===== config.mk =====
export PLATFORM = sky130hd
export DESIGN_NAME = count_capture_fifo
export DESIGN_NICKNAME = d
export VERILOG_FILES = /design/src/rtl/count_capture_pkg.sv /design/src/rtl/capture_fifo.sv /design/src/rtl/count_capture_fifo.sv
export SDC_FILE = /design/constraint.sdc
export NUM_CORES = 1
export LEC_CHECK = 0
export ABC_AREA = 1
export CORE_ASPECT_RATIO = 0.9
export CORE_UTILIZATION = 34
export CTS_CLUSTER_DIAMETER = 200
export DETAILED_ROUTE_END_ITERATION = 10
export GPL_ROUTABILITY_DRIVEN = 1
export PLACE_DENSITY = 0.59
export SKIP_LAST_GASP = 1
export SLEW_MARGIN = 15
export SYNTH_ARGS = -nofsm -noshare
export SYNTH_HDL_FRONTEND = slang
export SYNTH_SLANG_ARGS = --single-unit
export TNS_END_PERCENT = 1

===== constraint.sdc =====
create_clock -name clk -period 3.67 [get_ports clk]
set_input_delay 0.734 -clock clk [delete_from_list [all_inputs] [get_ports clk]]
set_output_delay 0.734 -clock clk [all_outputs]
set_load 0.1 [all_outputs]

===== src/rtl/count_capture_pkg.sv =====
// Shared constants, FIFO state encoding and level-width helper for the count capture block.
package count_capture_pkg;

  localparam int unsigned DEF_WIDTH = 32;
  localparam int unsigned DEF_DEPTH = 4;

  typedef enum logic [1:0] {
    ST_EMPTY,
    ST_PARTIAL,
    ST_FULL
  } fifo_state_e;

  // Level counts 0..depth inclusive, so it needs one bit more than a pointer.
  function automatic int unsigned level_width(input int unsigned depth);
    return $clog2(depth) + 1;
  endfunction

endpackage


===== src/rtl/capture_fifo.sv =====
// Parameterised synchronous FIFO with EMPTY/PARTIAL/FULL state tracking.
// The head reads as zero while empty; a push into a full FIFO only lands alongside a pop.
module capture_fifo
  import count_capture_pkg::*;
#(
  parameter int unsigned DW    = DEF_WIDTH,
  parameter int unsigned DEPTH = DEF_DEPTH,
  localparam int unsigned LW   = level_width(DEPTH),
  localparam int unsigned PW   = $clog2(DEPTH)
) (
  input  logic          clk,
  input  logic          rst,
  input  logic          push_i,
  input  logic [DW-1:0] push_data_i,
  input  logic          pop_i,
  output logic [DW-1:0] head_o,
  output logic [LW-1:0] level_o,
  output logic          full_o,
  output logic          empty_o
);

  fifo_state_e   state_q;
  logic [LW-1:0] level_q, level_d;
  logic [PW-1:0] wr_ptr_q, rd_ptr_q;
  logic [DW-1:0] mem_q [DEPTH];
  logic          push_ok, pop_ok;

  assign pop_ok  = pop_i & (state_q != ST_EMPTY);
  assign push_ok = push_i & ((state_q != ST_FULL) | pop_ok);

  // NOTE: every variable written in always_comb gets a default first, so no latch is inferred.
  always_comb begin
    level_d = level_q;
    if (push_ok && !pop_ok) begin
      level_d = level_q + 1'b1;
    end else if (pop_ok && !push_ok) begin
      level_d = level_q - 1'b1;
    end
  end

  // NOTE: sequential state uses non-blocking assignments only.
  always_ff @(posedge clk) begin
    if (rst) begin
      state_q  <= ST_EMPTY;
      level_q  <= '0;
      wr_ptr_q <= '0;
      rd_ptr_q <= '0;
    end else begin
      level_q <= level_d;
      if (push_ok) wr_ptr_q <= wr_ptr_q + 1'b1;
      if (pop_ok)  rd_ptr_q <= rd_ptr_q + 1'b1;
      unique case (state_q)
        ST_EMPTY: begin
          if (push_ok) state_q <= ST_PARTIAL;
        end
        ST_PARTIAL: begin
          if (push_ok && !pop_ok && level_q == LW'(DEPTH - 1)) begin
            state_q <= ST_FULL;
          end else if (pop_ok && !push_ok && level_q == LW'(1)) begin
            state_q <= ST_EMPTY;
          end
        end
        ST_FULL: begin
          if (pop_ok && !push_ok) state_q <= ST_PARTIAL;
        end
        default: state_q <= ST_EMPTY;
      endcase
    end
  end

  // NOTE: storage is not reset; the pointers and state decide which entries are meaningful.
  always_ff @(posedge clk) begin
    if (push_ok) mem_q[wr_ptr_q] <= push_data_i;
  end

  assign empty_o = (state_q == ST_EMPTY);
  assign full_o  = (state_q == ST_FULL);
  assign level_o = level_q;
  assign head_o  = empty_o ? '0 : mem_q[rd_ptr_q];

endmodule


===== src/rtl/count_capture_fifo.sv =====
// Snapshots count_in on each rising edge of trig into a FIFO drained by valid/ready.
// Optional feature macro: CAPTURE_DELTA_EN adds out_delta (interval since previous capture).
module count_capture_fifo
  import count_capture_pkg::*;
#(
  parameter int unsigned WIDTH = DEF_WIDTH,
  parameter int unsigned DEPTH = DEF_DEPTH
) (
  input  logic                          clk,
  input  logic                          rst,
  input  logic [WIDTH-1:0]              count_in,
  input  logic                          trig,
  output logic [WIDTH-1:0]              out_data,
  output logic                          out_valid,
  input  logic                          out_ready,
  output logic                          overflow,
  input  logic                          clr_ovf,
  output logic [level_width(DEPTH)-1:0] level
`ifdef CAPTURE_DELTA_EN
  ,
  output logic [WIDTH-1:0]              out_delta
`endif
);

  logic trig_q;
  logic ovf_q, ovf_d;
  logic evt, pop_fire, accept, drop;
  logic full, empty;

  assign evt      = trig & ~trig_q;
  assign pop_fire = out_ready & ~empty;
  assign accept   = evt & (~full | pop_fire);
  assign drop     = evt & ~accept;

  // A drop in the same cycle as a clear wins, so no lost event goes unreported.
  always_comb begin
    ovf_d = ovf_q;
    if (drop) begin
      ovf_d = 1'b1;
    end else if (clr_ovf) begin
      ovf_d = 1'b0;
    end
  end

  always_ff @(posedge clk) begin
    if (rst) begin
      trig_q <= 1'b0;
      ovf_q  <= 1'b0;
    end else begin
      trig_q <= trig;
      ovf_q  <= ovf_d;
    end
  end

`ifdef CAPTURE_DELTA_EN
  localparam int unsigned FIFO_DW = 2 * WIDTH;

  logic [WIDTH-1:0]   ref_q;
  logic [FIFO_DW-1:0] push_data, head;

  // Modulo subtraction gives the correct interval across counter wrap-around.
  assign push_data = {count_in - ref_q, count_in};

  always_ff @(posedge clk) begin
    if (rst) begin
      ref_q <= '0;
    end else if (accept) begin
      ref_q <= count_in;
    end
  end

  assign out_data  = head[WIDTH-1:0];
  assign out_delta = head[FIFO_DW-1:WIDTH];
`else
  localparam int unsigned FIFO_DW = WIDTH;

  logic [FIFO_DW-1:0] push_data, head;

  assign push_data = count_in;
  assign out_data  = head;
`endif

  capture_fifo #(
    .DW    (FIFO_DW),
    .DEPTH (DEPTH)
  ) u_fifo (
    .clk         (clk),
    .rst         (rst),
    .push_i      (evt),
    .push_data_i (push_data),
    .pop_i       (out_ready),
    .head_o      (head),
    .level_o     (level),
    .full_o      (full),
    .empty_o     (empty)
  );

  assign out_valid = ~empty;
  assign overflow  = ovf_q;

endmodule

==> results of run 1 <==
## layout make-up
class	count	area share, %
repair inverters	1	0.09954
flip-flops and latches	141	54.45
inverters	22	1.145
well taps	207	3.434
repair buffers	82	14.80
clock buffers	24	6.520
clock inverters	8	1.178
multi-input cells	288	18.38
## registers in the layout, summed over array words and instances, names as in the netlist, named ones only
| signal | count |
|---|---|
| u_fifo.state_q | 2 |
| overflow | 1 |
| u_fifo.rd_ptr_q | 2 |
| u_fifo.wr_ptr_q | 2 |
| trig_q | 1 |
| u_fifo.level_o | 3 |
| u_fifo.mem_q | 128 |
## metrics by stage
step                TNS [ps]  cell area [um^2]  hold WS (ps)
floorplan                  0              5659         443.5
global placement           0              6943         457.1
detailed placement         0              6943         459.7
CTS                   -6.595              7523         469.4
global route          -134.2              7542         484.3
finish                     0              7542         460.3
## cells by family after synthesis
family	synth area share [%]
xor gates and xnor gates	0.1548
adders and majority gates	1.769
buffers and inverters	3.515
DFF	72.52
AOI/OAI and AO/OA	9.994
and+or+nand+nor	12.05
## placed cells by master (no fill, tap or decap)
cell type        synthesis  layout
nor2_8                   1       1
nand2_2                  1       1
clkbuf_1                 9       3
inv_2                    1       2
clkinv_2                 0       5
nor2_2                   2       2
clkdlybuf4s50_1          0      40
dfxtp_2                  0       2
dfxtp_1                 13      11
bufinv_16                0       2
o21ai_1                  6       6
clkinv_1                 1       1
clkbuf_8                 0       4
nand3_1                  4       4
nor2_4                   1       5
xor2_1                   1       1
a21oi_1                 41      41
ha_1                     8       8
nand3_2                  1       1
clkinvlp_4               0       2
o21ai_0                 66      66
clkbuf_16                0      17
buf_4                    6      10
nand3b_1                 1       1
edfxtp_1               128     128
nand4_1                  2       2
inv_1                   20      19
nand2_4                  1       1
nand2_1                 14      14
nor2_1                 138     134
buf_12                   0      32
## how the worst max path moves through the flow
stage	endpoint	start
2_1_floorplan	out_data[23]	flip-flop
3_3_place_gp	out_data[22]	flip-flop
3_5_place_dp	out_data[13]	flip-flop
4_1_cts	out_data[13]	flip-flop
5_1_grt	out_data[9]	flip-flop
6_report	out_data[5]	flip-flop
## power groups by stage
stage | combinational, W | clock [W] | sequential, W
global route | 0.000891 | 0.00176 | 0.00186
CTS | 0.000849 | 0.00169 | 0.00185
floorplan | 0.000511 | 0 | 0.00190
global placement | 0.000839 | 0 | 0.00188
detailed placement | 0.000846 | 0 | 0.00188
finish | 0.000842 | 0.00166 | 0.00185
## what timing repair did
action                     4_1_cts  5_1_grt
gates cloned                     0        1
gates resized for setup          0        2
setup endpoints to repair        1       32
setup buffers                    0        1
pin swaps                        0        0
## worst min-delay path, stage by stage (launching register included)
cell and delay [ps]:
dfxtp_1 300, nand2_1 60, a21oi_1 50
## metal layers
layer / vias to the layer above / wire length [um]
met1: 1826 / 5324
met2: 102 / 6303
li1: 1813 / -
met5: - / 0
met4: 0 / 76
met3: 7 / 716
==> results.py, run 1 <==
metrics = {
    "run_status": {
        "status": "finished, final reports clean",
    },
    "drt": {
        "vias": 3748,
        "first_pass_iters": 7,
        "via_per_inst": 4.849,
        "antenna_left": 0,
        "wl_per_cell_um": 16.07,
        "drt-total-wl_um": 12420,
        "remaining_drc_errors": 0,
        "first_iter_violations": 198,
    },
    "timing": {
        "slew_viol_final": 0,
        "max_clock_freq_ghz": 0.2893,
        "setup_viol": 0,
        "finalHoldViolCount": 0,
        "rsz0062_at_grt": "true",
        "worst_slack_ps": 213.9,
        "period_minus_slack_ps": 3456,
        "fin_skew_ps": 7.765,
        "tightest_slew_ps": 972.6,
        "fin_crit_sh_pct": 94.17,
        "maxSlewHeadroom_pct": 34.96,
    },
    "critical_path": {
        "crit_fanout": 34,
        "critPathSlowestCell": "dfxtp_2",
        "r2r_cells": 5,
        "r2r_start": "u_fifo.state_q[0]$_SDFFE_PP0P_",
        "cp_top_family": "buffers and inverters",
        "cp_data_arrival_time_ps": 2720,
        "crit_buf_inv": 2,
        "crit_type": "reg2out",
        "cpPeakStageDelay_ps": 820,
        "worstSetupPathDepth": 5,
        "r2r_slack_ps": 1630,
        "worstReg2RegEnd": "u_fifo.mem_q[2][24]$_DFFE_PP_",
        "timing.critical_path.to_type": "output port",
        "cp_cell_sequence": "clkinvlp_4 -> nor2_1 -> o21ai_0 -> a21oi_1 -> buf_12",
        "cp-start-kind": "flip-flop",
        "cp.required_ps": 2940,
    },
    "pwr": {
        "pwr-share-seq_pct": 42.5,
        "p_total_w": 0.004352,
        "p_per_area_mw_per_mm2": 577.0,
        "p_clk_share_pct": 38.1,
        "switching_share_pct": 27.73,
        "power.share.combinational_pct": 19.3,
        "p_int_w": 0.003145,
        "ir_worst_vdd_v": 0.0003708,
        "leakage_nw": 2.676,
        "netSwitchingPower_w": 0.001207,
    },
    "grt": {
        "gr-usage-met1_pct": 18.86,
        "grt-ovfl-total": 0,
        "grt_util_met2_pct": 25.88,
        "met3_usage_pct": 5.088,
        "busiest_layer": "met2",
        "antenna_found_initial": 0,
        "grt_pass1_wl_um": 19640,
        "grt_max_degree": 65,
        "grt_pass1_vias": 3820,
        "grt_usage_pct": 15.50,
    },
    "placement": {
        "port_buffers": 73,
        "place_inst": 739,
        "dp_hpwl_um": 7670,
        "place_congestion": 0.7751,
        "place_ws_ps": 477.5,
    },
    "logic_synthesis": {
        "syn_inst": 474,
        "yosysMostFrequentCell": "nor2_1",
        "synth-edff-count": 128,
        "synthTopCellsByCount": "nor2_1, edfxtp_1, o21ai_0",
        "synth-main-ff-cell": "edfxtp_1",
        "synth_nets": 519,
        "mappedNetlistArea_mm2": 0.005659,
        "synth_top_area_cell": "edfxtp_1",
        "synth.top_cells.by_area": "edfxtp_1, nor2_1, o21ai_0",
        "ys_async_sr_fraction_pct": 0,
        "ys_seq_area_share_pct": 72.52,
        "yosys_warnings": 0,
        "postSynthAreaPerCell_um2": 11.94,
        "synth.distinct_cells": 25,
        "netlist.area_leader.share_pct": 67.92,
        "yosys_register_bits": 141,
    },
    "die": {
        "die_h_um": 124.4,
        "io_pins": 74,
        "num_rows": 44,
        "start_util_pct": 34.96,
        "die_area_mm2": 0.01717,
        "die_x_um": 138.0,
        "core-area_mm2": 0.01619,
    },
    "hold_path": {
        "hold_start": "overflow$_SDFFE_PP0P_",
        "min_to": "overflow$_SDFFE_PP0P_",
        "hp-class": "reg2reg",
        "whs_path_depth": 2,
    },
    "clock_tree": {
        "cts_hold_buf": 0,
        "cts.sinks": 141,
        "cts_inserted_buffers": 17,
        "cts.clk_slew.worst_paths_ps": 50,
        "tritoncts": "built",
        "ctsLongestPathBuffers": 2,
        "insertion_delay_ps": 410,
        "cts-htree-levels": 4,
        "cts-root-buf": "clkbuf_16",
    },
    "layout": {
        "multi_input_area_mm2": 0.001386,
        "diodes": 0,
        "seqCellArea_mm2": 0.004106,
        "nNetsFinal": 598,
        "final_layout_size_suffix_gt1_share_pct": 15.37,
        "fillCellCount": 1468,
        "finalNonFillerCells": 773,
        "area_growth_syn_to_layout_pct": 33.27,
        "post-route-util_pct": 46.60,
    },
    "run": {
        "maxCapViolations": 0,
    },
}
Note: power is estimated with default switching activity, not from simulation.
==> run 2: changes to the inputs <==
- CORE_UTILIZATION: 34 -> 55
- PLACE_DENSITY: 0.59 -> 0.85
- clock period: 3.67 -> 3.4 ns (I/O delays scaled with it)
==> run 2 against run 1 <==
Net effect: global-route usage is 10 points higher; sequential power is 8% higher; clock-buffer cell count down 7; wire length increased by 3.3%; worst hold slack improved by 27 ps; design area down 1.1%; register-to-register slack worse by 160 ps; critical path type unchanged; largest cell class unchanged; highest routed layer unchanged.
==> results.py, run 2 (synthesized netlist as in run 1, its figures left out) <==
metrics = {
    "run_status": {
        "status": "finished, final reports clean",
    },
    "timing": {
        "worst_hold_slack_ps": 487.4,
        "max_clock_freq_ghz": 0.2969,
        "tightest_slew_ps": 1061,
        "maxSlewHeadroom_pct": 29.17,
        "slew_viol_final": 0,
        "setup_viol": 0,
        "rsz0062_at_grt": "true",
        "tns_ps": 0,
        "worst_slack_ps": 31.56,
        "finalHoldViolCount": 0,
        "fin_skew_ps": 5.966,
        "fin_crit_sh_pct": 99.07,
        "period_minus_slack_ps": 3368,
    },
    "placement": {
        "post_dp_cell_area_mm2": 0.006843,
        "place_congestion": 0.8085,
        "dp_hpwl_um": 7537,
        "place_inst": 659,
        "port_buffers": 73,
        "place_ws_ps": 576.1,
    },
    "pwr": {
        "leakage_nw": 2.684,
        "ir_worst_vdd_v": 0.0003947,
        "p_per_area_mw_per_mm2": 650.4,
    },
    "drt": {
        "first_pass_iters": 5,
        "antenna_left": 0,
        "drt-total-wl_um": 12820,
        "via_per_inst": 5.704,
        "vias": 3936,
        "first_iter_violations": 348,
        "wl_per_cell_um": 18.59,
        "remaining_drc_errors": 0,
    },
    "layout": {
        "fillCellCount": 551,
        "nNetsFinal": 597,
        "finalNonFillerCells": 690,
        "area_growth_syn_to_layout_pct": 31.84,
        "largest_reg_flops": 128,
        "final_common_cell": "nor2_1",
        "final_area_mm2": 0.007461,
        "final_layout_size_suffix_gt1_share_pct": 15.43,
        "final_cell_mix": "nor2_1, edfxtp_1, o21ai_0",
        "diodes": 0,
        "top_register": "u_fifo.mem_q",
    },
    "grt": {
        "grt_pass1_wl_um": 20240,
        "grt_max_degree": 65,
        "antenna_found_initial": 0,
        "grt_usage_pct": 25.75,
        "grt_pass1_vias": 3926,
        "grt-ovfl-total": 0,
    },
    "critical_path": {
        "timing.critical_path.to_type": "output port",
        "cp-start-kind": "flip-flop",
        "crit_type": "reg2out",
        "cp.required_ps": 2720,
        "crit_fanout": 33,
        "r2r_cells": 5,
        "cp_data_arrival_time_ps": 2690,
    },
    "die": {
        "io_pins": 74,
        "start_util_pct": 57.59,
        "die_x_um": 108.9,
        "num_rows": 34,
        "core-area_mm2": 0.009827,
        "die_h_um": 98.23,
        "die_area_mm2": 0.01070,
    },
    "clock_tree": {
        "ctsLongestPathBuffers": 2,
        "postCtsSetupBuffers": 0,
        "cts.clk_slew.worst_paths_ps": 60,
        "cts-htree-levels": 4,
        "cts-root-buf": "clkbuf_16",
        "cts_resized": 0,
        "insertion_delay_ps": 410,
        "tritoncts": "built",
        "cts_inserted_buffers": 17,
        "cts_hold_buf": 0,
        "cts.sinks": 141,
    },
    "run": {
        "maxCapViolations": 0,
    },
    "hold_path": {
        "hp-class": "reg2reg",
        "whs_path_depth": 2,
    },
}
## run 2: cell types whose count changed in the layout (fill, tap and decap cells not counted), moves of 2 or more
cell,before,now
clkdlybuf4s50_1,40,38
clkinv_2,5,2
bufinv_16,2,4
clkinv_4,0,3
clkbuf_8,4,0
inv_6,0,2
buf_4,10,12
clkbuf_1,3,0
## run 2: layer usage
metal	global-route usage (%)	wire length, um	vias to the layer above	part of all wire [%]
met3	6.075	1097	17	8.6
met4	7.277	144	0	1.1
met1	32.96	4920	1880	38
met5	0	0	-	0
met2	43.69	6663	230	52
li1	-	-	1809	-
## run 2: worst paths after layout
path                                                startpoint                            to  slack (ps)
worst min register to register           overflow$_SDFFE_PP0P_         overflow$_SDFFE_PP0P_         490
worst max-delay path                                 flip-flop                   out_data[9]          30
worst max register to register  u_fifo.state_q[0]$_SDFFE_PP0P_  u_fifo.mem_q[2][5]$_DFFE_PP_        1470
worst min-delay path                     overflow$_SDFFE_PP0P_         overflow$_SDFFE_PP0P_         490
## run 2: area by class of cell
type	count	area (um^2)	area share, %
clock inverters	14	192.7	2.583
multi-input cells	288	1386	18.58
repair buffers	82	1111	14.89
well taps	126	157.7	2.113
clock buffers	17	425.4	5.702
flip-flops and latches	141	4105	55.02
inverters	22	82.58	1.107
## run 2: power breakdown
group          leakage (nW)  total (W)  internal (W)  switching (W)
combinational          1.11   0.000930      0.000285       0.000644
clock                 0.297    0.00193       0.00123       0.000708
sequential             1.28    0.00199       0.00196      0.0000272
## run 2: per-stage QoR
step,total power [W],utilization [%]
2_1_floorplan,0.002599,-
3_3_place_gp,0.002915,69.63
3_5_place_dp,0.002939,69.63
4_1_cts,0.004856,75.92
5_1_grt,0.004976,75.92
6_report,0.004852,75.92
## run 2: critical path, cell delays in order (launching register included)
cell and delay (ps):
dfxtp_1 330, buf_4 370, inv_1 580, nor2_1 280, o21ai_0 140, a21oi_1 330, buf_12 220
